[config.mk]
export PLATFORM = sky130hd
export DESIGN_NAME = fifo_status_ctrl_flat
export DESIGN_NICKNAME = d
export VERILOG_FILES = /design/src/rtl/fifo_status_ctrl_if.sv /design/src/rtl/fifo_status_ctrl.sv /design/src/flat_wrapper.sv
export SDC_FILE = /design/constraint.sdc
export NUM_CORES = 1
export LEC_CHECK = 0
export ABC_CLOCK_PERIOD_IN_PS = 2200
export BUFFER_PORTS_ARGS = -buffer_cell sky130_fd_sc_hd__buf_2
export CORE_UTILIZATION = 33
export DETAILED_ROUTE_END_ITERATION = 16
export SLEW_MARGIN = 20
export SYNTH_ARGS = -nofsm -noshare
export SYNTH_HDL_FRONTEND = slang
export SYNTH_SLANG_ARGS = --single-unit
[constraint.sdc]
create_clock -name clk -period 2.2 [get_ports clk]
set_input_delay 0.11 -clock clk [delete_from_list [all_inputs] [get_ports clk]]
set_output_delay 0.11 -clock clk [all_outputs]
set_load 0.05 [all_outputs]
[src/rtl/fifo_status_ctrl_if.sv]
// Producer/consumer request and pointer/status bundle
// between the FIFO controller and its neighbours.
interface fifo_status_ctrl_if #(
    parameter int AW = 4
);
    logic          wr;
    logic          rd;
    logic          fifo_we;
    logic [AW:0]   wptr;
    logic [AW:0]   rptr;
    logic          fifo_full;
    logic          fifo_empty;
    logic          almost_full;
    logic          almost_empty;
    logic [AW:0]   count;
    logic          overflow;
    logic          underflow;

    modport master (
        output wr,
        output rd,
        input  fifo_we,
        input  wptr,
        input  rptr,
        input  fifo_full,
        input  fifo_empty,
        input  almost_full,
        input  almost_empty,
        input  count,
        input  overflow,
        input  underflow
    );

    modport slave (
        input  wr,
        input  rd,
        output fifo_we,
        output wptr,
        output rptr,
        output fifo_full,
        output fifo_empty,
        output almost_full,
        output almost_empty,
        output count,
        output overflow,
        output underflow
    );
endinterface

[src/rtl/fifo_status_ctrl.sv]
// Pointer and status controller for a 2**AW-deep FIFO array.
// Owns the wrap-bit pointers; everything else derives from them.
module fifo_status_ctrl #(
    parameter int AW       = 4,
    parameter int AF_LEVEL = 12,
    parameter int AE_LEVEL = 4
) (
    input logic               clk,
    input logic               rst,
    fifo_status_ctrl_if.slave bus
);
    localparam logic [AW:0] LP_ONE = (AW+1)'(1);
    localparam logic [AW:0] LP_AF  = (AW+1)'(AF_LEVEL);
    localparam logic [AW:0] LP_AE  = (AW+1)'(AE_LEVEL);

    logic [AW:0] r_wptr;
    logic [AW:0] r_rptr;
    logic        r_overflow;
    logic        r_underflow;

    logic        w_full;
    logic        w_empty;
    logic        w_we_ok;
    logic        w_rd_ok;
    logic [AW:0] w_count;

    // Same low bits with differing wrap bits means a full lap apart.
    assign w_empty = (r_wptr == r_rptr);
    assign w_full  = (r_wptr[AW] != r_rptr[AW]) &&
                     (r_wptr[AW-1:0] == r_rptr[AW-1:0]);

    // Requests are gated only by their own side's flag; no bypass.
    assign w_we_ok = bus.wr & ~w_full;
    assign w_rd_ok = bus.rd & ~w_empty;
    assign w_count = r_wptr - r_rptr;

    // Advance each pointer on its own accepted request.
    always_ff @(posedge clk or posedge rst) begin
        if (rst) begin
            r_wptr <= '0;
            r_rptr <= '0;
        end else begin
            if (w_we_ok) begin
                r_wptr <= r_wptr + LP_ONE;
            end
            if (w_rd_ok) begin
                r_rptr <= r_rptr + LP_ONE;
            end
        end
    end

    // Sticky error flags; only reset clears them.
    always_ff @(posedge clk or posedge rst) begin
        if (rst) begin
            r_overflow  <= 1'b0;
            r_underflow <= 1'b0;
        end else begin
            if (bus.wr && w_full) begin
                r_overflow <= 1'b1;
            end
            if (bus.rd && w_empty) begin
                r_underflow <= 1'b1;
            end
        end
    end

    assign bus.fifo_we      = w_we_ok;
    assign bus.wptr         = r_wptr;
    assign bus.rptr         = r_rptr;
    assign bus.fifo_full    = w_full;
    assign bus.fifo_empty   = w_empty;
    assign bus.count        = w_count;
    assign bus.almost_full  = (w_count >= LP_AF);
    assign bus.almost_empty = (w_count <= LP_AE);
    assign bus.overflow     = r_overflow;
    assign bus.underflow    = r_underflow;
endmodule

[src/flat_wrapper.sv]
// flat-port wrapper written by rule: the top's interface ports become plain ports
module fifo_status_ctrl_flat 
#(
    parameter int AW       = 4,
    parameter int AF_LEVEL = 12,
    parameter int AE_LEVEL = 4
)
  (clk, rst, bus_wr, bus_rd, bus_fifo_we, bus_wptr, bus_rptr, bus_fifo_full, bus_fifo_empty, bus_almost_full, bus_almost_empty, bus_count, bus_overflow, bus_underflow);
  fifo_status_ctrl_if #(.AW(AW)) bus_i ();
  input logic clk;
  input logic rst;
  input wire logic [$bits(bus_i.wr)-1:0] bus_wr;
  input wire logic [$bits(bus_i.rd)-1:0] bus_rd;
  output wire logic [$bits(bus_i.fifo_we)-1:0] bus_fifo_we;
  output wire logic [$bits(bus_i.wptr)-1:0] bus_wptr;
  output wire logic [$bits(bus_i.rptr)-1:0] bus_rptr;
  output wire logic [$bits(bus_i.fifo_full)-1:0] bus_fifo_full;
  output wire logic [$bits(bus_i.fifo_empty)-1:0] bus_fifo_empty;
  output wire logic [$bits(bus_i.almost_full)-1:0] bus_almost_full;
  output wire logic [$bits(bus_i.almost_empty)-1:0] bus_almost_empty;
  output wire logic [$bits(bus_i.count)-1:0] bus_count;
  output wire logic [$bits(bus_i.overflow)-1:0] bus_overflow;
  output wire logic [$bits(bus_i.underflow)-1:0] bus_underflow;
  assign bus_i.wr = bus_wr;
  assign bus_i.rd = bus_rd;
  assign bus_fifo_we = bus_i.fifo_we;
  assign bus_wptr = bus_i.wptr;
  assign bus_rptr = bus_i.rptr;
  assign bus_fifo_full = bus_i.fifo_full;
  assign bus_fifo_empty = bus_i.fifo_empty;
  assign bus_almost_full = bus_i.almost_full;
  assign bus_almost_empty = bus_i.almost_empty;
  assign bus_count = bus_i.count;
  assign bus_overflow = bus_i.overflow;
  assign bus_underflow = bus_i.underflow;
  fifo_status_ctrl #(.AW(AW), .AF_LEVEL(AF_LEVEL), .AE_LEVEL(AE_LEVEL)) u_core (.clk(clk), .rst(rst), .bus(bus_i));
endmodule
After elaboration in Yosys (flattened, before gate mapping)
Index checks and enable logic that the tools add are counted.
{"block": "classes", "n_reduce_logical": 3, "eq_ne": 3, "add_sub_neg": 3, "n_lt_le_gt_ge": 2, "bitwise": 4}
{"cell": "$add 5x1->5 const B", "n": 2}
{"cell": "$eq 5x5->1", "n": 1}
{"cell": "$ge 5x4->1 const B", "n": 1}
{"cell": "$le 5x3->1 const B", "n": 1}
{"cell": "$sub 5x5->5", "n": 1}
{"cell": "$eq 4x4->1", "n": 1}
{"cell": "$logic_and 1x1->1", "n": 3}
{"cell": "$and 1x1->1", "n": 2}
{"cell": "$not 1->1", "n": 2}
{"cell": "$ne 1x1->1", "n": 1}
{"block": "word_totals", "inputBits": 4, "regBits": 12, "elab_cells": 19}

Depth between registers and ports, before layout
{"block": "depth", "depth_word": 4, "ltp_mapped": 7, "ltp_nobuf": 7}

Worst setup path before layout
Ideal clock, no wire load.
{"block": "synth_path", "path_type": "flip-flop to output port", "start": "register u_core.r_wptr[0], in the netlist u_core.bus.wptr[0]", "end": "output bus_almost_empty", "arrival_ns": 3.212, "t_required_ns": 2.090, "slack_ns": -1.122, "stages_incl_launch_ff": 8, "path_cell_list": "dfrtp_1 > inv_1 > ha_1 > fa_1 > nand2b_1 > a21oi_1 > xnor2_1 > a2111oi_2"}
{"block": "synth_via", "elab_chain_len": 2}
{"item": "start: declaration", "line": "fifo_status_ctrl.sv:16", "source": "logic [AW:0] r_wptr;"}
{"item": "start signal: assignment", "line": "fifo_status_ctrl.sv:44", "source": "r_wptr <= r_wptr + LP_ONE;"}
{"item": "$sub 5x5->5", "line": "fifo_status_ctrl.sv:35", "source": "assign w_count = r_wptr - r_rptr;"}
{"item": "net bus_count[4]", "line": "flat_wrapper.sv:21", "source": "output wire logic [$bits(bus_i.count)-1:0] bus_count;"}
{"item": "$le 5x3->1", "line": "fifo_status_ctrl.sv:74", "source": "assign bus.almost_empty = (w_count <= LP_AE);"}
{"item": "end: declaration", "line": "flat_wrapper.sv:20", "source": "output wire logic [$bits(bus_i.almost_empty)-1:0] bus_almost_empty;"}
The timed path passes the listed nets, and every way through them passes these cells.

Worst setup path after layout
{"block": "layout_path", "start": "register u_core.r_rptr[0], in the netlist u_core.bus.rptr[0]", "end": "output bus_almost_empty"}
{"block": "layout_via", "elab_chain_len": 2}
{"item": "start: declaration", "line": "fifo_status_ctrl.sv:17", "source": "logic [AW:0] r_rptr;"}
{"item": "start signal: assignment", "line": "fifo_status_ctrl.sv:47", "source": "r_rptr <= r_rptr + LP_ONE;"}
{"item": "$sub 5x5->5", "line": "fifo_status_ctrl.sv:35"}
{"item": "$le 5x3->1", "line": "fifo_status_ctrl.sv:74"}
No other way between the ends.

==> metrics.md <==
| Metric | Value |
|---|---|
| Drt drc | 0 |
| Post-Syn Nets | 92 |
| PnR worst setup slack | -85.2 ps |
| Synth-to-Final Area Change | 45.3% |
| Initial drt markers | 6 |
| Ys Warns | 0 |
| First-pass GRT wire length | approximately 2800 um |
| Via count | 670 |
| Fill cells | roughly 250 |
| Slew @ Worst Pin | ~480 ps |
| Post-Syn Area | roughly 900 sq um |
| Clk buf depth | 2 |
| Fmax | around 440 MHz |
| Root Driver | clkbuf_4 |
| Row count | 18 |
| Syn Inst Count | between 80 and 90 |
| WP data required | 2090 ps |
| Cell variety after synth | 32 |
| Antenna cells | 0 |
| Failing checks | setup timing |
| Tmin final | ~2300 ps |
| Total grt overflow | 0 |
| Main synth FF type | dfrtp_1 |
| Synth Register Bits | 12 |
| Crit-path slowest cell | fa_2 |
| Number of synthesized flops with an enable pin | 0 |
| Max incr delay on CP | a little over 500 ps |
| CP max FO | 2 |
| Placed Area | between 0.001 and 0.0015 sq mm |
| Clk slew on worst S/H paths | around 80 ps |
| Routability congestion estimate | about 0.7 |
| Clock latency at the later pin of the worst-skew pair | about 270 ps |
| Sequential area share after synthesis | 34.2% |
| Core region area | between 0.002 and 0.0025 sq mm |
| Initial Util | 35.1% |
| IO Pins | 26 |
| Die width | between 50 and 60 um |
| Hold Crit Class | input pin to flip-flop |
| Antenna Nets Post-Route | 0 |
| Final instance area | 0.00128 sq mm |
| Pin count of the biggest net entering global routing | 13 |
| Number of maximum-capacitance violations | 0 |
| Vias/cell | between 4 and 5 |
| Status | finished, violations left |
| Number of global-route vias before repair | between 600 and 700 |
| Ys async rst share | 100% |
| Final nets | around 130 |
| Slew Limit Fails | 0 |
| Setup CP Type | flip-flop to output port |
| CTS H-Tree Depth | 1 |
| Slew Limit Headroom | between 60% and 70% |
| Die area | ~0.0029 sq mm |
| WL/cell | around 12 um |
| Total GRT Usage | roughly 14% |
| Syn_area_per_cell | 10.8 sq um |
| Setup Skew | between 6 and 7 ps |
| # port buffers | 25 |
| Endpoints failing setup | 2 |
| Share of cells above drive strength 1 | a little under two thirds |
| Most used cell, CP | o21ai_2 |
| FF-to-FF setup slack | about 320 ps |
| Final WL | approximately 1800 um |
| Dpl hpwl | approximately 1400 um |
| Tcrit/Tclk final | 104% |
| Setup crit end kind | output port |
| Die height | 53.6 um |
| Clock Sinks | 12 |
| Final-report hold violation count | 0 |
| Crit-path cells | ha_4 > fa_2 > inv_1 > o21ai_2 > o21ai_2 > a2111oi_4 > buf_6 |
| RSZ-0062 raised after global routing | yes |
| Critical Path AT | 2180 ps |
| Antenna violations before repair | 0 |
| CTS Buf Count | 3 |
| CTS tree | built |
| DRT Pass-1 Iters | 4 |
| Startpoint Class | flip-flop |
==> registers in the layout (all words and copies together), names as in the netlist <==
register and count:
u_core.bus.rptr 5, u_core.bus.wptr 5, u_core.bus.overflow 1, u_core.bus.underflow 1
==> path summary, 6_finish.rpt <==
check                                startpoint                   end  cells past startpoint
setup reg to reg             u_core.bus.wptr[2]    u_core.bus.wptr[1]                      5
min in group asynchronous                   rst    u_core.bus.rptr[4]                      3
hold reg to reg            u_core.bus.underflow  u_core.bus.underflow                      1
max in group asynchronous                   rst    u_core.bus.wptr[3]                      3
hold / removal                           bus_rd  u_core.bus.underflow                      2
setup / recovery             u_core.bus.rptr[0]      bus_almost_empty                      7
==> worst max-delay path: cells and delay by family, from the launching register on <==
family          cells  cell delay [ps]
fa+ha+maj           2              680
compound gates      3              550
flops               1              430
buf+inv             2              250
==> timing repair <==
action,CTS,global route
setup endpoints to repair,4,4
setup buffers,4,0
pin swaps,7,5
hold endpoints to repair,12,0
resized for setup,17,6
hold buffers,1,0
==> metrics by stage <==
step / hold slack (ps) / util, % / std cells / worst slack, ps / TNS (ps)
after floorplan: -25.8 / - / 81 / -478 / -490
after global placement: 147 / 44.6 / 137 / 4.38 / 0
after detailed placement: 153 / 44.6 / 137 / -30.5 / -30.5
after CTS: 61.2 / 50.3 / 146 / -126 / -197
after global routing: 82.6 / 51.1 / 146 / -150 / -262
final: 68.3 / 51.1 / 146 / -85.2 / -118
==> area by class of cell <==
class / instances / area, sq um / area share (%)
multi-input combinational: 58 / 638 / 50.0
sequential: 12 / 310 / 24.3
timing repair buffer: 33 / 220 / 17.3
tap: 30 / 37.5 / 2.94
clock buffer: 4 / 36.3 / 2.84
inverter: 9 / 33.8 / 2.65
==> synth_stat cells, types with 2 or more instances <==
| library cell | instances | area share, % |
|---|---|---|
| bufbuf_16 | 2 | 7.4 |
| xnor2_1 | 7 | 7.0 |
| nor2b_1 | 3 | 2.1 |
| nand2_1 | 4 | 1.7 |
| nor2_1 | 7 | 3.0 |
| dfrtp_1 | 12 | 34 |
| nor3_1 | 2 | 1.1 |
| a21oi_1 | 2 | 1.1 |
| o21ai_0 | 3 | 1.7 |
| ha_1 | 6 | 8.5 |
| inv_1 | 9 | 3.8 |
| xor2_1 | 4 | 4.0 |
==> logic make-up (layout without fill, tap and decap cells) <==
family,Yosys count,count (layout),share of synthesized area [%]
and+or+nand+nor,24,24,17.7
AOI/OAI and AO/OA,13,13,10.3
xor gates and xnor gates,12,12,12.8
DFF,12,12,34.2
buffers and inverters,11,46,11.3
adders and majority gates,7,7,10.8
muxes,2,2,2.99
==> routing by layer <==
layer | GRT usage, % | vias up | part of all wire (%)
li1 | - | 338 | -
met1 | 17.4 | 314 | 44
met2 | 24.0 | 16 | 51
met3 | 1.98 | 2 | 3.9
met4 | 7.89 | 0 | 0.51
met5 | 0 | - | 0
==> layout by cell type, fill, tap and decap left out, drive strengths merged, types with 4 or more instances in the layout <==
cell type,synthesis,layout
nand2,4,4
dfrtp,12,12
buf,0,32
ha,6,6
xor2,5,5
clkbuf,0,4
inv,9,9
nor2b,4,4
nor2,8,8
xnor2,7,7
o21ai,4,4
Power is not shown: default switching activity piles up to over one toggle a cycle in this logic, so the estimate is an artifact.
